$ cat src/rtl/cp0_pkg.sv
// Shared CP0 definitions: exception codes, Status bit positions, sequencer states
// and the fixed-priority exception code selector.
package cp0_pkg;

    localparam logic [4:0] EXC_INT  = 5'd0;
    localparam logic [4:0] EXC_ADEL = 5'd4;
    localparam logic [4:0] EXC_ADES = 5'd5;
    localparam logic [4:0] EXC_SYS  = 5'd8;
    localparam logic [4:0] EXC_BP   = 5'd9;
    localparam logic [4:0] EXC_RI   = 5'd10;
    localparam logic [4:0] EXC_OV   = 5'd12;

    localparam int ST_IE    = 0;
    localparam int ST_EXL   = 1;
    localparam int ST_IM_LO = 8;
    localparam int ST_IM_HI = 15;

    typedef enum logic [1:0] {
        S_IDLE  = 2'd0,
        S_TAKE  = 2'd1,
        S_ERET  = 2'd2,
        S_REDIR = 2'd3
    } exc_state_e;

    // Lowest set request bit wins; the caller has already checked that some bit is set.
    function automatic logic [4:0] exc_code_of(input logic [5:0] req, input logic store);
        logic [4:0] code;
        code = EXC_INT;
        if      (req[0]) code = EXC_ADEL;
        else if (req[1]) code = EXC_RI;
        else if (req[2]) code = EXC_SYS;
        else if (req[3]) code = EXC_BP;
        else if (req[4]) code = EXC_OV;
        else if (req[5]) code = store ? EXC_ADES : EXC_ADEL;
        return code;
    endfunction

endpackage

$ cat src/rtl/cp0_int_sync.sv
// Per-bit multi-flop synchronizer bringing asynchronous interrupt lines into clk.
// NSYNC must be at least 2.
module cp0_int_sync #(
    parameter int NSYNC = 2,
    parameter int WIDTH = 6
) (
    input  logic             clk,
    input  logic             reset_n,
    input  logic [WIDTH-1:0] async_in,
    output logic [WIDTH-1:0] sync_out
);

    genvar gi;
    generate
        for (gi = 0; gi < WIDTH; gi++) begin : g_bit
            logic [NSYNC-1:0] sh_q;
            logic [NSYNC-1:0] sh_d;

            assign sh_d = {sh_q[NSYNC-2:0], async_in[gi]};

            always_ff @(posedge clk or negedge reset_n) begin
                if (!reset_n) sh_q <= '0;
                else          sh_q <= sh_d;
            end

            assign sync_out[gi] = sh_q[NSYNC-1];
        end
    endgenerate

endmodule

$ cat src/rtl/cp0_exc_ctrl.sv
// CP0 exception/interrupt sequencer: arbitrates exceptions against masked interrupts,
// strobes cp0_status, captures EPC/Cause fields and redirects fetch via ready/valid.
module cp0_exc_ctrl
    import cp0_pkg::*;
#(
    parameter logic [31:0] VECTOR = 32'h8000_0180,
    parameter int          NSYNC  = 2
) (
    input  logic        clk,
    input  logic        reset_n,
    input  logic [5:0]  exc_req,
    input  logic        exc_store,
    input  logic [31:0] exc_pc,
    input  logic        exc_bd,
    input  logic        eret_req,
    input  logic [5:0]  hw_int,
    input  logic [1:0]  sw_int,
    input  logic [31:0] statusreg,
    input  logic [31:0] epc_in,
    input  logic        redirect_ready,
    output logic        activeexception,
    output logic        eret,
    output logic        epc_we,
    output logic [31:0] epc_out,
    output logic        cause_bd,
    output logic [4:0]  exccode,
    output logic [7:0]  cause_ip,
    output logic        flush,
    output logic        redirect_valid,
    output logic [31:0] redirect_pc,
    output logic        busy
);

    logic [5:0] hw_int_sync;

    cp0_int_sync #(
        .NSYNC (NSYNC),
        .WIDTH (6)
    ) u_int_sync (
        .clk      (clk),
        .reset_n  (reset_n),
        .async_in (hw_int),
        .sync_out (hw_int_sync)
    );

    assign cause_ip = {hw_int_sync, sw_int};

    logic st_ie;
    logic st_exl;
    logic int_pend;
    logic unused_status;

    assign st_ie    = statusreg[ST_IE];
    assign st_exl   = statusreg[ST_EXL];
    assign int_pend = st_ie & ~st_exl & (|(statusreg[ST_IM_HI:ST_IM_LO] & cause_ip));
    assign unused_status = ^{statusreg[31:16], statusreg[7:2]};

    exc_state_e  state_q, state_d;
    logic        activeexception_q, activeexception_d;
    logic        eret_q, eret_d;
    logic        epc_we_q, epc_we_d;
    logic [31:0] epc_out_q, epc_out_d;
    logic        cause_bd_q, cause_bd_d;
    logic [4:0]  exccode_q, exccode_d;
    logic        flush_q, flush_d;
    logic        redirect_valid_q, redirect_valid_d;
    logic [31:0] redirect_pc_q, redirect_pc_d;
    logic        busy_q, busy_d;

    logic       take;
    logic [4:0] take_code;

    always_comb begin
        state_d           = state_q;
        activeexception_d = 1'b0;
        eret_d            = 1'b0;
        epc_we_d          = 1'b0;
        epc_out_d         = epc_out_q;
        cause_bd_d        = cause_bd_q;
        exccode_d         = exccode_q;
        flush_d           = 1'b0;
        redirect_valid_d  = 1'b0;
        redirect_pc_d     = redirect_pc_q;
        take              = 1'b0;
        take_code         = EXC_INT;

        unique case (state_q)
            S_IDLE: begin
                if (|exc_req) begin
                    take      = 1'b1;
                    take_code = exc_code_of(exc_req, exc_store);
                end else if (int_pend) begin
                    take      = 1'b1;
                    take_code = EXC_INT;
                end else if (eret_req && st_exl) begin
                    state_d       = S_ERET;
                    eret_d        = 1'b1;
                    flush_d       = 1'b1;
                    redirect_pc_d = epc_in;
                end else if (eret_req) begin
                    // ERET outside exception level is a reserved instruction
                    take      = 1'b1;
                    take_code = EXC_RI;
                end
            end
            S_TAKE, S_ERET: begin
                state_d          = S_REDIR;
                redirect_valid_d = 1'b1;
            end
            S_REDIR: begin
                if (redirect_ready) state_d = S_IDLE;
                else                redirect_valid_d = 1'b1;
            end
            default: state_d = S_IDLE;
        endcase

        if (take) begin
            state_d           = S_TAKE;
            activeexception_d = 1'b1;
            flush_d           = 1'b1;
            exccode_d         = take_code;
            redirect_pc_d     = VECTOR;
            // Nested exceptions keep the original EPC/BD
            if (!st_exl) begin
                epc_we_d   = 1'b1;
                epc_out_d  = exc_bd ? (exc_pc - 32'd4) : exc_pc;
                cause_bd_d = exc_bd;
            end
        end

        busy_d = (state_d != S_IDLE);
    end

    always_ff @(posedge clk or negedge reset_n) begin
        if (!reset_n) begin
            state_q           <= S_IDLE;
            activeexception_q <= 1'b0;
            eret_q            <= 1'b0;
            epc_we_q          <= 1'b0;
            epc_out_q         <= '0;
            cause_bd_q        <= 1'b0;
            exccode_q         <= '0;
            flush_q           <= 1'b0;
            redirect_valid_q  <= 1'b0;
            redirect_pc_q     <= '0;
            busy_q            <= 1'b0;
        end else begin
            state_q           <= state_d;
            activeexception_q <= activeexception_d;
            eret_q            <= eret_d;
            epc_we_q          <= epc_we_d;
            epc_out_q         <= epc_out_d;
            cause_bd_q        <= cause_bd_d;
            exccode_q         <= exccode_d;
            flush_q           <= flush_d;
            redirect_valid_q  <= redirect_valid_d;
            redirect_pc_q     <= redirect_pc_d;
            busy_q            <= busy_d;
        end
    end

    assign activeexception = activeexception_q;
    assign eret            = eret_q;
    assign epc_we          = epc_we_q;
    assign epc_out         = epc_out_q;
    assign cause_bd        = cause_bd_q;
    assign exccode         = exccode_q;
    assign flush           = flush_q;
    assign redirect_valid  = redirect_valid_q;
    assign redirect_pc     = redirect_pc_q;
    assign busy            = busy_q;

endmodule

$ cat config.mk
export PLATFORM = sky130hd
export DESIGN_NAME = cp0_exc_ctrl
export DESIGN_NICKNAME = d
export VERILOG_FILES = /design/src/rtl/cp0_pkg.sv /design/src/rtl/cp0_int_sync.sv /design/src/rtl/cp0_exc_ctrl.sv
export SDC_FILE = /design/constraint.sdc
export NUM_CORES = 1
export LEC_CHECK = 0
export ABC_AREA = 1
export CORE_MARGIN = 4
export CORE_UTILIZATION = 42
export DETAILED_ROUTE_END_ITERATION = 10
export GPL_ROUTABILITY_DRIVEN = 0
export PLACE_DENSITY = 0.89
export SLEW_MARGIN = 25
export SYNTH_ARGS = -nofsm -noshare
export SYNTH_HDL_FRONTEND = slang
export SYNTH_SLANG_ARGS = --single-unit
export TNS_END_PERCENT = 50
$ cat constraint.sdc
create_clock -name clk -period 2 [get_ports clk]
set_clock_uncertainty 0.15 [all_clocks]
set_input_delay 0.6 -clock clk [delete_from_list [all_inputs] [get_ports clk]]
set_output_delay 0.6 -clock clk [all_outputs]
set_load 0.02 [all_outputs]
==> metrics <==
xor/xnor share of the synthesized area 3.61%; max-cap violation count 0; die area 12100 µm²; commonest non-fill, non-tap cell in the layout nand2_1; Buf+Inv Stages, Crit Path 1; floorplan row count 36; synthesis-stage register bit count 89; Worst EP arrival 2.12 ns; Req. time, crit path 2.09 ns; Post-Synth Simple-Gate Area 27.4%; total wire length 15400 µm; I/O pin count 200; Crit. End Element flop; Final Setup Violations 3; clock buffer depth 2; Initial Util 43.9%; Non-Filler Instances 907; outcome finished with violations; post-synthesis compound-gate area fraction 9.14%; kind of critical path input port to flop; layout cells sized above 1 21.2%; post-synthesis mux area share 0.688%; vias in the first global route 4622; Achievable Freq 493 MHz; Reg2Reg Launch Point state_q[1]$_DFF_PN0_; hpwl dp 10600 µm; largest area contributor in the synthesized netlist dfrtp_1; Hold-fix buffers, CTS 0; violated checks setup timing; synthesized area 4370 µm²; most frequent cells in the layout nand2_1, dfrtp_1, dlygate4sd2_1; Pwr Density 1100 nW/µm²; GRT Total Usage 22.8%; maximum VDD drop 0.668 mV; first-pass GRT wire length 21500 µm; via count 4708; worst r2r path cells 5; CP delay by family, top simple AND/OR/NAND/NOR gates; CP Cell Sequence clkdlybuf4s50_1 -> nor2_2 -> nand2_1 -> nor2_4 -> nand2_1 -> nor2_2 -> nand3_1 -> nand2_1 -> o21ai_1; drt wl/cell 17.0 µm; nets@finish 888; first drt pass iteration count 5; Yosys top cell area share 51.0%; total CTS buffers 9; CTS tree yes; die width 110 µm; clk sinks 89; critical-path maximum fanout 4; GRT Residual Overflow 0; syn_nets 641; largest family of logic cells by synthesized area simple AND/OR/NAND/NOR gates; syn avg cell area 8.36 µm²; Root Driver clkbuf_8; largest net degree at the start of global routing 90; fraction of the yosys area taken by sequential cells 51.0%; HP Class input port to asynchronous set/reset pin; Synth area leaders dfrtp_1, nand2_1, nand3_1; Worst path slowest cell clkdlybuf4s50_1; Startpoint Class input port; R2R Setup Slk 0.17 ns; Post-Synthesis Cells 522; DRC violations left 0; synth-to-layout area growth 65.6%; cell repeated most along the worst path nand2_1; Final ANT Viol Nets 0; Synth Area in Adders 0.860%; Die Y 110 µm; fill cell count 684; Core ar. 9950 µm²; max incr delay on CP 0.50 ns; H-tree levels 3; Final Cycle Share 102%; RSZ-0062 raised after global routing yes; initial drt markers 326; clock-pin slew on the worst setup and hold paths 0.09 ns; post-synth cell types 29; Fin Setup TNS -0.0421 ns; Max Transition Viols Final 0; Port Buffers 176; worst skew pair latency 0.36 ns; # placed instances 881; number of inserted diodes 0; Fin. Hold Viols 0; via density per instance 5.19; Reg-to-Reg End redirect_pc[10]$_DFFE_PN0P_; leak pwr 0.00369 µW; Yosys warning count 0; Setup WS post-layout -0.0304 ns; Final Critical Period 2.03 ns; initial antenna violation count 0
## per-stage QoR
step                      worst slack (ns)  total power, µW  hold WS [ns]  area (µm²)  util (%)
after floorplan                      0.211             4720         0.154        4370         -
after CTS                          -0.0595             7710         0.141        6870      69.0
after global routing                -0.154             8440         0.167        7230      72.6
after detailed placement            -0.521             6760         0.185        6750      67.8
final                              -0.0304             7980         0.125        7230      72.6
after global placement              -0.434             6580         0.181        6750      67.8
## kinds of logic (layout without fill, tap and decap cells)
logic type,Yosys count,after routing
simple gates,267,269
buf+inv,66,316
fa+ha+maj,3,3
xor+xnor,18,18
compound gates,75,75
flops,89,89
other cells,1,1
mux,3,3
## worst max path at each step
stage | start | end | slack (ns) | depth (start not counted)
floorplan | exc_pc[2] | epc_out[28]$_DFFE_PN0P_ | 0.21 | 11
global placement | sw_int[0] | cause_ip[0] | -0.43 | 2
detailed placement | exc_req[5] | redirect_pc[22]$_DFFE_PN0P_ | -0.52 | 8
CTS | exc_pc[2] | epc_out[28]$_DFFE_PN0P_ | -0.06 | 12
global route | exc_pc[7] | epc_out[30]$_DFFE_PN0P_ | -0.15 | 9
finish | exc_pc[7] | epc_out[30]$_DFFE_PN0P_ | -0.03 | 9
## sequential cells by signal, indices dropped and copies added (netlist names)
register and flops:
exccode 4, eret 1, redirect_pc 32, activeexception 1
epc_out 32, flush 1, u_int_sync.g_bit.sh_q 12, busy 1
epc_we 1, redirect_valid 1, state_q 2, cause_bd 1
## per-layer routing
metal,part of all wire [%],wire length (µm),GRT usage (%),vias to the layer above
li1,-,-,-,2181
met1,37,5670,26.1,2241
met2,53,8090,41.9,257
met3,8.3,1270,4.35,29
met4,2.2,342,8.01,0
met5,0,0,0,-
## cell usage after synthesis
| master | number |
|---|---|
| a31oi_1 | 2 |
| buf_4 | 15 |
| buf_2 | 8 |
| nor2_1 | 49 |
| nand2_1 | 142 |
| a21oi_1 | 31 |
| o21ai_0 | 8 |
| nand4_1 | 8 |
| o21ai_2 | 3 |
| nand4_2 | 1 |
| conb_1 | 1 |
| nand3_4 | 2 |
| nand2_2 | 3 |
| nor2_2 | 2 |
| inv_2 | 4 |
| ha_1 | 3 |
| inv_1 | 33 |
| dfrtp_1 | 89 |
| xnor2_1 | 6 |
| clkbuf_1 | 6 |
| mux2i_1 | 3 |
| o21bai_1 | 3 |
| nand2_4 | 2 |
| o21a_1 | 1 |
| o21ai_1 | 27 |
| xor2_1 | 12 |
| nor3_1 | 2 |
| nor2_4 | 6 |
| nand3_1 | 50 |
## power by group
part	switching (µW)	leakage [µW]	internal, µW
registers	374	0.00113	2440
logic	2260	0.00245	1540
clock network	644	0.000113	737
## area by class of cell
class                      instances  area [µm²]  share of cell area, %
inverter                          37         144                   1.99
multi-input combinational        369        1990                   27.5
sequential                        89        2230                   30.8
clock inverter                     5        78.8                   1.09
tap                              133         166                   2.30
clock buffer                      11         141                   1.96
timing repair buffer             263        2480                   34.3
## what timing repair did
action,4_1_cts,5_1_grt
setup endpoints to repair,119,65
buffers inserted,0,3
gates cloned,0,7
resized for setup,94,65
pin swaps,1,18
No activity file was read; power rests on OpenSTA's default activity.
